File: src/rtl/fpmult_es_pipe.sv
// fpmult_es_pipe: exponent/sign stage of the FP multiplier datapath.
// Forms the biased product exponent, product sign and exponent class flags,
// then carries them through LATENCY register stages with valid/ready flow
// control. A saturating counter tracks how many overflow results retired.
module fpmult_es_pipe #(
  parameter int EXP_W   = 5,
  parameter int BIAS    = 15,
  parameter int LATENCY = 2,
  parameter int CNT_W   = 16
) (
  input  logic               clk,
  input  logic               rst,
  input  logic               in_valid,
  output logic               in_ready,
  input  logic [EXP_W-1:0]   ea,
  input  logic [EXP_W-1:0]   eb,
  input  logic               sa,
  input  logic               sb,
  output logic               out_valid,
  input  logic               out_ready,
  output logic [EXP_W+1:0]   ep,
  output logic               sp,
  output logic               ovf,
  output logic               unf,
  output logic               zero,
  output logic               special,
  output logic [CNT_W-1:0]   ovf_cnt
);

  // Product exponent is two bits wider than the field: one bit for the carry
  // of the sum, one for the sign after the bias is removed.
  localparam int EPW = EXP_W + 2;
  // Payload layout: {ep, sp, ovf, unf, zero, special}.
  localparam int PW  = EPW + 5;

  localparam logic signed [EPW-1:0] BIAS_S = EPW'(BIAS);
  localparam logic signed [EPW-1:0] OVF_TH = EPW'((1 << EXP_W) - 1);

  // A depth outside 1..3 is not a supported configuration.
  if (LATENCY < 1 || LATENCY > 3) begin : g_bad_latency
    $error("fpmult_es_pipe: LATENCY must be in 1..3");
  end

  // ---------------------------------------------------------------------
  // Stage-0 arithmetic (combinational, feeds the first register stage)
  // ---------------------------------------------------------------------
  logic signed [EPW-1:0] ep_s0;
  logic                  sp_s0;
  logic                  ovf_s0;
  logic                  unf_s0;
  logic                  zero_s0;
  logic                  special_s0;
  logic [PW-1:0]         pay_s0;

  // Zero-extended operands cannot wrap at EPW bits, so the signed result
  // covers the whole -BIAS .. 2*(2^EXP_W-1)-BIAS range exactly.
  assign ep_s0      = $signed({2'b00, ea}) + $signed({2'b00, eb}) - BIAS_S;
  assign sp_s0      = sa ^ sb;
  assign ovf_s0     = (ep_s0 >= OVF_TH);
  assign unf_s0     = ep_s0[EPW-1] | (ep_s0 == '0);
  // Zero and special are reported independently; the normaliser decides
  // what an Inf*0 or NaN*0 combination means.
  assign zero_s0    = (ea == '0) | (eb == '0);
  assign special_s0 = (&ea) | (&eb);
  assign pay_s0     = {ep_s0, sp_s0, ovf_s0, unf_s0, zero_s0, special_s0};

  // ---------------------------------------------------------------------
  // Pipeline registers
  // ---------------------------------------------------------------------
  logic [LATENCY-1:0] valid_q;
  logic [LATENCY-1:0] valid_d;
  logic [PW-1:0]      pay_q [LATENCY];
  logic [PW-1:0]      pay_d [LATENCY];
  logic               adv;

  // The whole pipe moves together; bubbles are not squeezed out, so the
  // stall decision only looks at the last stage.
  assign adv      = ~valid_q[LATENCY-1] | out_ready;
  assign in_ready = adv;

  for (genvar gi = 0; gi < LATENCY; gi++) begin : g_stage
    if (gi == 0) begin : g_head
      assign valid_d[gi] = adv ? in_valid : valid_q[gi];
      assign pay_d[gi]   = adv ? pay_s0   : pay_q[gi];
    end else begin : g_body
      assign valid_d[gi] = adv ? valid_q[gi-1] : valid_q[gi];
      assign pay_d[gi]   = adv ? pay_q[gi-1]   : pay_q[gi];
    end
  end

  // Valid bits are reset so a reset drops everything in flight.
  always_ff @(posedge clk) begin
    if (rst) begin
      valid_q <= '0;
    end else begin
      valid_q <= valid_d;
    end
  end

  // Payload needs no reset: it is only ever observed behind a valid bit.
  always_ff @(posedge clk) begin
    pay_q <= pay_d;
  end

  // ---------------------------------------------------------------------
  // Outputs
  // ---------------------------------------------------------------------
  logic [PW-1:0] pay_out;

  assign out_valid = valid_q[LATENCY-1];
  // Gate the payload so the outputs read 0 whenever nothing is valid,
  // including straight after reset when the payload is still unknown.
  assign pay_out   = out_valid ? pay_q[LATENCY-1] : '0;
  assign ep        = pay_out[PW-1:5];
  assign sp        = pay_out[4];
  assign ovf       = pay_out[3];
  assign unf       = pay_out[2];
  assign zero      = pay_out[1];
  assign special   = pay_out[0];

  // ---------------------------------------------------------------------
  // Saturating overflow-event counter
  // ---------------------------------------------------------------------
  logic [CNT_W-1:0] cnt_q;
  logic [CNT_W-1:0] cnt_d;

  // Count only retiring results, so a stalled result is counted once.
  always_comb begin
    cnt_d = cnt_q;
    if (out_valid && out_ready && ovf && (cnt_q != '1)) begin
      cnt_d = cnt_q + CNT_W'(1);
    end
  end

  // Counter register.
  always_ff @(posedge clk) begin
    if (rst) begin
      cnt_q <= '0;
    end else begin
      cnt_q <= cnt_d;
    end
  end

  assign ovf_cnt = cnt_q;

endmodule
File: config.mk
export PLATFORM = sky130hd
export DESIGN_NAME = fpmult_es_pipe
export DESIGN_NICKNAME = d
export VERILOG_FILES = /design/src/rtl/fpmult_es_pipe.sv
export SDC_FILE = /design/constraint.sdc
export NUM_CORES = 1
export LEC_CHECK = 0
export ABC_CLOCK_PERIOD_IN_PS = 6980
export CORE_ASPECT_RATIO = 1.75
export CORE_MARGIN = 2
export CORE_UTILIZATION = 53
export CTS_BUF_LIST = sky130_fd_sc_hd__clkbuf_16
export DETAILED_ROUTE_END_ITERATION = 8
export PLACE_DENSITY = 0.84
export SLEW_MARGIN = 20
export SYNTH_ARGS = -nofsm -noshare
export SYNTH_HDL_FRONTEND = slang
export SYNTH_SLANG_ARGS = --single-unit
File: constraint.sdc
create_clock -name clk -period 6.98 [get_ports clk]
set_clock_uncertainty 0.2 [all_clocks]
set_input_delay 1.047 -clock clk [delete_from_list [all_inputs] [get_ports clk]]
set_output_delay 1.047 -clock clk [all_outputs]
set_load 0.02 [all_outputs]
### After elaboration in Yosys (flattened, before gate mapping)

Cells that the tools add are included.
Widths: inputs -> output; s select.

* output and inout bits: 30
* word-level logic and storage cells: 24
* input bits: 16
* register bits after elaboration: 42

* bitwise gates (word level): 6
* add/sub/neg operators: 3
* magnitude comparators: 1
* reduce and logical (&&, ||, !) cells: 8
* multiplexer cells: 1
* eq/ne operators: 1

Operators with widths (number)
* $add 16x1->16 const B: 1
* $ne 16x16->1 const B: 1
* $mux 12: 1
* $logic_not 5->1: 2
* $reduce_and 5->1: 2
* $ge 7x6->1 const B: 1
* $logic_not 7->1: 1
* $sub 6x4->7 const B: 1
* $add 5x5->6: 1
* $or 1x1->1: 4
* $logic_and 1x1->1: 3
* $not 1->1: 1
* $xor 1x1->1: 1

### Longest topological paths before layout

Gate-level depths: netlist of the first run.

* word-level depth: 4
* gate-level depth with buffers: 9
* gate-level depth less buffers: 9

### Worst setup path before layout of the first run

No wires, ideal clock.

* path kind: input to output
* start point: input port out_ready
* end point: output port in_ready
* cell stages on the path: 1
* data arrival time: 1.861 ns
* buffers on the path: 0
* slack: 3.872 ns
* data required time: 5.733 ns
* path through: nand2b_1

* cells in the longest elaborated chain, start to end: 1

Ends and longest elaborated chain
* start: declaration: RTL line 20 `input logic out_ready,`
* $or 1x1->1: RTL line 78 `assign adv = ~valid_q[LATENCY-1] | out_ready;`
* end: declaration: RTL line 14 `output logic in_ready,`

Every way passes these cells.

### Worst setup path in the final report of the first run

Same ends and word-level chain as after synthesis.

==> run metrics, run 1 <==
outcome=finished, final reports clean; commonest cells after routing, fill and taps aside=45 x clkdlybuf4s50_1, 24 x edfxtp_1, 18 x dfxtp_1; VDD IR max=roughly 0.19 mV; CTS tree=yes; crit path capture type=output pin; synthesis-stage register bit count=between 40 and 50; Gate power share=a little under a tenth; WP data required=5.73 ns; # Max-Cap Violations=0; Fillers=around 260; Sw Ratio=approximately 19%; minimum clock period=between 3 and 4 ns; clock latency on the worst-skew pair=0.28 ns; family with the most delay on the worst path=buffers and inverters; Crit Path Max Fanout=27; cell-by-cell trace of the critical path=clkdlybuf4s50_1 -> nand2b_1 -> buf_4 -> clkdlybuf4s50_1; Port-buffer cells=45; CP most frequent cell=clkdlybuf4s50_1; sequential share of power=a little under half; root buffer cell=clkbuf_16; row cnt=29; Worst Tran Pin Value=a little under 0.8 ns; RSZ-0062 raised after global routing=false; Residual DRC=0; chip width=just over 50 um; Async SR Flop Fraction=0%; CTS clock-pin slew for the worst setup and hold paths=0.06 ns; hold_buf cts=0; Slew HR=47.40%; Worst path slowest cell=clkdlybuf4s50_1; Synth cell types=41; Crit Path Class=in -> out; Max clock buf depth=2; Mapped Area=just over 2000 um^2; Clk pwr share=about 45%; Syn Area/Cell=~11 um^2; sequential area share after synthesis=approximately 53%; initial antenna violation count=0; leading cell type in the layout, fill and taps excluded=clkdlybuf4s50_1; WP data arrival=2.66 ns; Pleak=0.9767 nW; Critical Path Source Type=input port; CTS H-Tree Depth=2; DR vias/cell=around 6; Hold Fails Final Rpt=0; Total Wirelength=4.096 mm; Yosys warning count=0; crit path buf inv count=3; 1st-iter DRT viols=35; via count=1685; total core area=around 3600 um^2; # IOs=46; max frequency=~260 MHz; nets@finish=~260; Reg area=about 1100 um^2; Post-CTS Resized=0; post-place instance area=2525 um^2; type of the tightest min-delay check=reg -> reg; Pwr Density=between 200 and 250 nW/um^2; Initial Util=~56%; cts bufs inserted=5; Final setup viols=0; Pint=between 0.0005 and 0.0006 W; Design Area, Final=2720 um^2; first-pass GRT wire length=between 6 and 7 mm; Detailed Routing Iterations Pass 1=4; DIE AREA=4352 um^2; Avg WL per Cell=about 15 um; post-route ant nets=0; EDFF count, synth=24; post-synth net total=213; global placer's final weighted congestion=around 0.81; post-synthesis cell count=between 150 and 200; Post-synth top flop=edfxtp_1; DP HPWL=between 2 and 3 mm; footprint of the multi-input gates=885.9 um^2; switching pwr=roughly 0.00013 W; vias in the first global route=roughly 1.6k; n_diodes=0; setup bufs post-CTS=0; Final period util=55.98%; setup TNS=0 ns; worst stage delay on the critical path=about 0.67 ns; DIE HEIGHT=about 86 um; fin. max-slew vios=0; CTS sink count=between 40 and 50; largest net degree at the start of global routing=28; Final Util=~75%; share of layout cells above drive strength 1=between 5 and 6%; Area Overhead vs Synth=34.28%; gr ovfl total=0; all-layer global routing usage=between 20% and 30%
-- power groups by stage --
stage | clock (W) | combinational, W | sequential, W
floorplan | 0 | 0.0000348 | 0.000302
global placement | 0 | 0.0000582 | 0.000303
detailed placement | 0 | 0.0000608 | 0.000304
CTS | 0.000292 | 0.0000612 | 0.000299
global route | 0.000300 | 0.0000680 | 0.000302
finish | 0.000290 | 0.0000615 | 0.000299
-- metal layers --
layer | share of wire, % | track usage (%) | vias to the layer above
met1 | 39 | 23.57 | 792
li1 | - | - | 810
met2 | 53 | 36.36 | 65
met5 | 0 | 0 | -
met4 | 3.7 | 12.78 | 0
met3 | 4.5 | 4.181 | 18
-- sequential cells by signal, indices dropped and copies added, names as in the netlist --
name and flops:
ovf_cnt 16, pay_q 24, valid_q 2
-- cells in the mapped netlist (all sizes together), types with 2 or more instances --
library cell  count  area share (%)
dfxtp            18              18
or3               8             2.5
and4              2            0.86
a21oi            14             3.5
and2             12             3.7
o22ai             2            0.62
nor3              3            0.74
nor2b             3            0.93
nor4              3            0.93
nand3             6             1.5
inv              13             2.4
nand2             5            0.93
a211oi            2            0.74
clkbuf            3            0.56
edfxtp           24              36
xor2              2            0.86
o21ai             7             1.7
or4               8             3.0
a31oi             2            0.62
ha               10             6.2
or2               2            0.62
o31ai             8             3.0
nor2              7             1.3
nand4             7             2.9
-- path summary, 6_finish.rpt --
check | startpoint | endpoint | slack (ns) | depth (start not counted)
worst max-delay path | out_ready | in_ready | 3.07 | 4
worst min-delay path | pay_q[14]$_DFFE_PP_ | pay_q[2]$_DFFE_PP_ | 0.23 | 0
worst max register to register | ovf_cnt[0]$_SDFFE_PP0P_ | ovf_cnt[14]$_SDFFE_PP0P_ | 4.47 | 5
worst min register to register | pay_q[14]$_DFFE_PP_ | pay_q[2]$_DFFE_PP_ | 0.23 | 0
-- kinds of logic (layout without fill, tap and decap cells) --
| logic type | count (synthesis) | in the layout | synth area share [%] |
|---|---|---|---|
| AND/OR/NAND/NOR | 70 | 70 | 21.37 |
| flip-flops | 42 | 42 | 53.37 |
| AO/OA/AOI/OAI | 41 | 41 | 12.54 |
| buffers and inverters | 17 | 67 | 3.212 |
| adder cells (fa/ha/maj) | 11 | 11 | 7.165 |
| XOR/XNOR | 3 | 3 | 1.297 |
| multiplexers | 2 | 2 | 1.050 |
-- area by class of cell --
cell class                      count  share of cell area, %
Timing Repair Buffer               46                  16.84
Clock inverter                      3                  2.346
Tap cell                           46                  2.116
Multi-Input combinational cell    127                  32.57
Clock buffer                        5                  4.600
Inverter                           13                  1.794
Sequential cell                    42                  39.74
-- metrics by stage --
step	hold slack, ns	worst slack (ns)	instances	power (W)
after global routing	0.2309	2.990	282	0.0006704
after detailed placement	0.2080	3.087	274	0.0003651
after CTS	0.2228	3.073	282	0.0006525
after global placement	0.2009	3.083	274	0.0003612
final	0.2261	3.073	282	0.0006508
after floorplan	0.2003	3.872	186	0.0003367
No activity file was read; power rests on OpenSTA's default activity.
==> run 2: changes to the inputs <==
- ABC_CLOCK_PERIOD_IN_PS: 6980 -> 3200
- CORE_UTILIZATION: 53 -> 45
- PLACE_DENSITY: 0.84 -> 0.76
- clock period: 6.98 -> 3.2 ns (I/O delays scaled with it)
==> run 2 against run 1 <==
  * Critical path depth up 3
  * Wire length shrank 7.0%
  * Register-to-register slack got worse by 3.5 ns
  * Count of clock-buffer cells in the layout unchanged
  * Largest cell class unchanged
  * Cell count grew 2.5%
  * Worst hold slack lost 0.0090 ns
  * Clock power is 63% higher
  * Utilization is 13 points lower
  * Total power increased by 93%
==> run metrics, run 2 (synthesis gave the netlist of run 1 again) <==
setup TNS=0 ns (unchanged); # IOs=46 (unchanged); Initial Util=46.42% (-9.4 points); all-layer global routing usage=17.14% (-4.0 points); Detailed Routing Iterations Pass 1=5 (+1); footprint of the multi-input gates=879.6 um^2 (-0.71%); n_diodes=0 (unchanged); Crit Path Class=in -> reg; # Max-Cap Violations=0 (unchanged); clock latency on the worst-skew pair=0.28 ns (about the same); CTS sink count=42 (unchanged); Critical Path Source Type=input port; Crit Path Max Fanout=3 (-89%); Worst path slowest cell=or3b_2; Reg area=1081 um^2 (unchanged); CTS clock-pin slew for the worst setup and hold paths=0.06 ns (about the same); vias in the first global route=1464 (-10%); crit path capture type=flop; Design Area, Final=2684 um^2 (-1.3%); gr ovfl total=0 (unchanged); DIE HEIGHT=92.76 um (+8.1%); post-route ant nets=0 (unchanged); WP data arrival=2.62 ns (-0.04 ns); first-pass GRT wire length=6.279 mm (-10%); DIE AREA=5075 um^2 (+17%); nets@finish=264 (+0.76%); DR vias/cell=5.567 (-6.8%); setup bufs post-CTS=0 (unchanged); WP data required=3.04 ns (-2.69 ns); cell-by-cell trace of the critical path=clkdlybuf4s50_1 -> ha_1 -> ha_1 -> a211oi_1 -> nor3b_1 -> or3b_2 -> o21a_1; root buffer cell=clkbuf_16; Port-buffer cells=45 (unchanged); total core area=4364 um^2 (+20%); Pwr Total=0.001254 W (+93%); Hold Fails Final Rpt=0 (unchanged); hold_buf cts=0 (unchanged); largest net degree at the start of global routing=27 (-3.6%); Largest Register=pay_q; family with the most delay on the worst path=adder cells; RSZ-0062 raised after global routing=false; type of the tightest min-delay check=reg -> reg; crit path buf inv count=1 (-2); minimum clock period=2.774 ns; Final period util=between 80% and 90%; commonest cells after routing, fill and taps aside=45 x clkdlybuf4s50_1, 24 x edfxtp_1, 18 x dfxtp_1; CTS tree=yes; global placer's final weighted congestion=0.8348 (+3.2%); max frequency=~360 MHz; cts bufs inserted=5 (unchanged); Residual DRC=0 (unchanged); Slew HR=50.82% (+3.4 points); Pwr Density=467.1 nW/um^2 (+95%); max reg flops=24 (unchanged); worst stage delay on the critical path=0.49 ns (-0.18 ns); via count=1609 (-4.5%); chip width=54.72 um (+7.8%); Avg WL per Cell=13.18 um (-9.3%); share of layout cells above drive strength 1=5.462% (-0.046 points); Fillers=351 (+38%); Area Overhead vs Synth=32.49%; outcome=finished, final reports clean; leading cell type in the layout, fill and taps excluded=clkdlybuf4s50_1; row cnt=32 (+10%); Pleak=0.9672 nW (-0.97%); Worst Tran Pin Value=0.7354 ns (-0.04707 ns); DP HPWL=2.735 mm (-4.2%); Total Wirelength=3.808 mm (-7.0%); 1st-iter DRT viols=30 (-14%); Final setup viols=0 (unchanged); CTS H-Tree Depth=2 (unchanged); fin. max-slew vios=0 (unchanged); post-place instance area=2546 um^2 (+0.84%); initial antenna violation count=0 (unchanged); Post-CTS Resized=0 (unchanged); VDD IR max=0.3500 mV (+85%); Max clock buf depth=2 (unchanged); CP most frequent cell=ha_1
-- run 2: path summary, 6_finish.rpt --
path | from | endpoint | slack, ns | cells after the start
max | ea[2] | pay_q[15]$_DFFE_PP_ | 0.43 | 7
min | pay_q[21]$_DFFE_PP_ | pay_q[9]$_DFFE_PP_ | 0.22 | 0
max reg2reg | ovf_cnt[0]$_SDFFE_PP0P_ | ovf_cnt[14]$_SDFFE_PP0P_ | 0.96 | 5
min reg2reg | pay_q[21]$_DFFE_PP_ | pay_q[9]$_DFFE_PP_ | 0.22 | 0
-- run 2: area by class of cell --
type	count	share of cell area [%]
multi-input combinational	127	32.77
clock buffer	5	4.662
tap	51	2.378
inverter	13	1.818
sequential	42	40.28
timing repair buffer	48	17.62
clock inverter	3	0.4662
-- run 2: metrics by stage --
stage | util, % | cells | setup slack [ns] | hold slack, ns
after detailed placement | 58.34 | 281 | 0.1365 | 0.2045
after CTS | 61.50 | 289 | 0.4352 | 0.2180
after global routing | 61.50 | 289 | 0.2893 | 0.2231
after global placement | 58.34 | 281 | 0.1664 | 0.2008
after floorplan | - | 186 | 0.7297 | 0.2003
final | 61.50 | 289 | 0.4257 | 0.2171
-- run 2: worst reg2reg max path, cell delays in order (launching register included) --
cell	delay, ns
dfxtp_1	0.41
ha_1	0.29
nand4_1	0.13
or3_1	0.45
or4_1	0.53
a21oi_1	0.15
-- run 2: metal layers --
metal	share of wire (%)	global-route usage, %	up-vias
met4	4.4	11.88	0
li1	-	-	810
met3	3.5	3.710	12
met2	52	28.08	50
met5	0	0	-
met1	40	18.37	737
-- run 2: where the power goes --
part	switching [W]	internal, W
logic	0.0000642	0.0000650
registers	0.0000146	0.000636
clock network	0.000192	0.000282
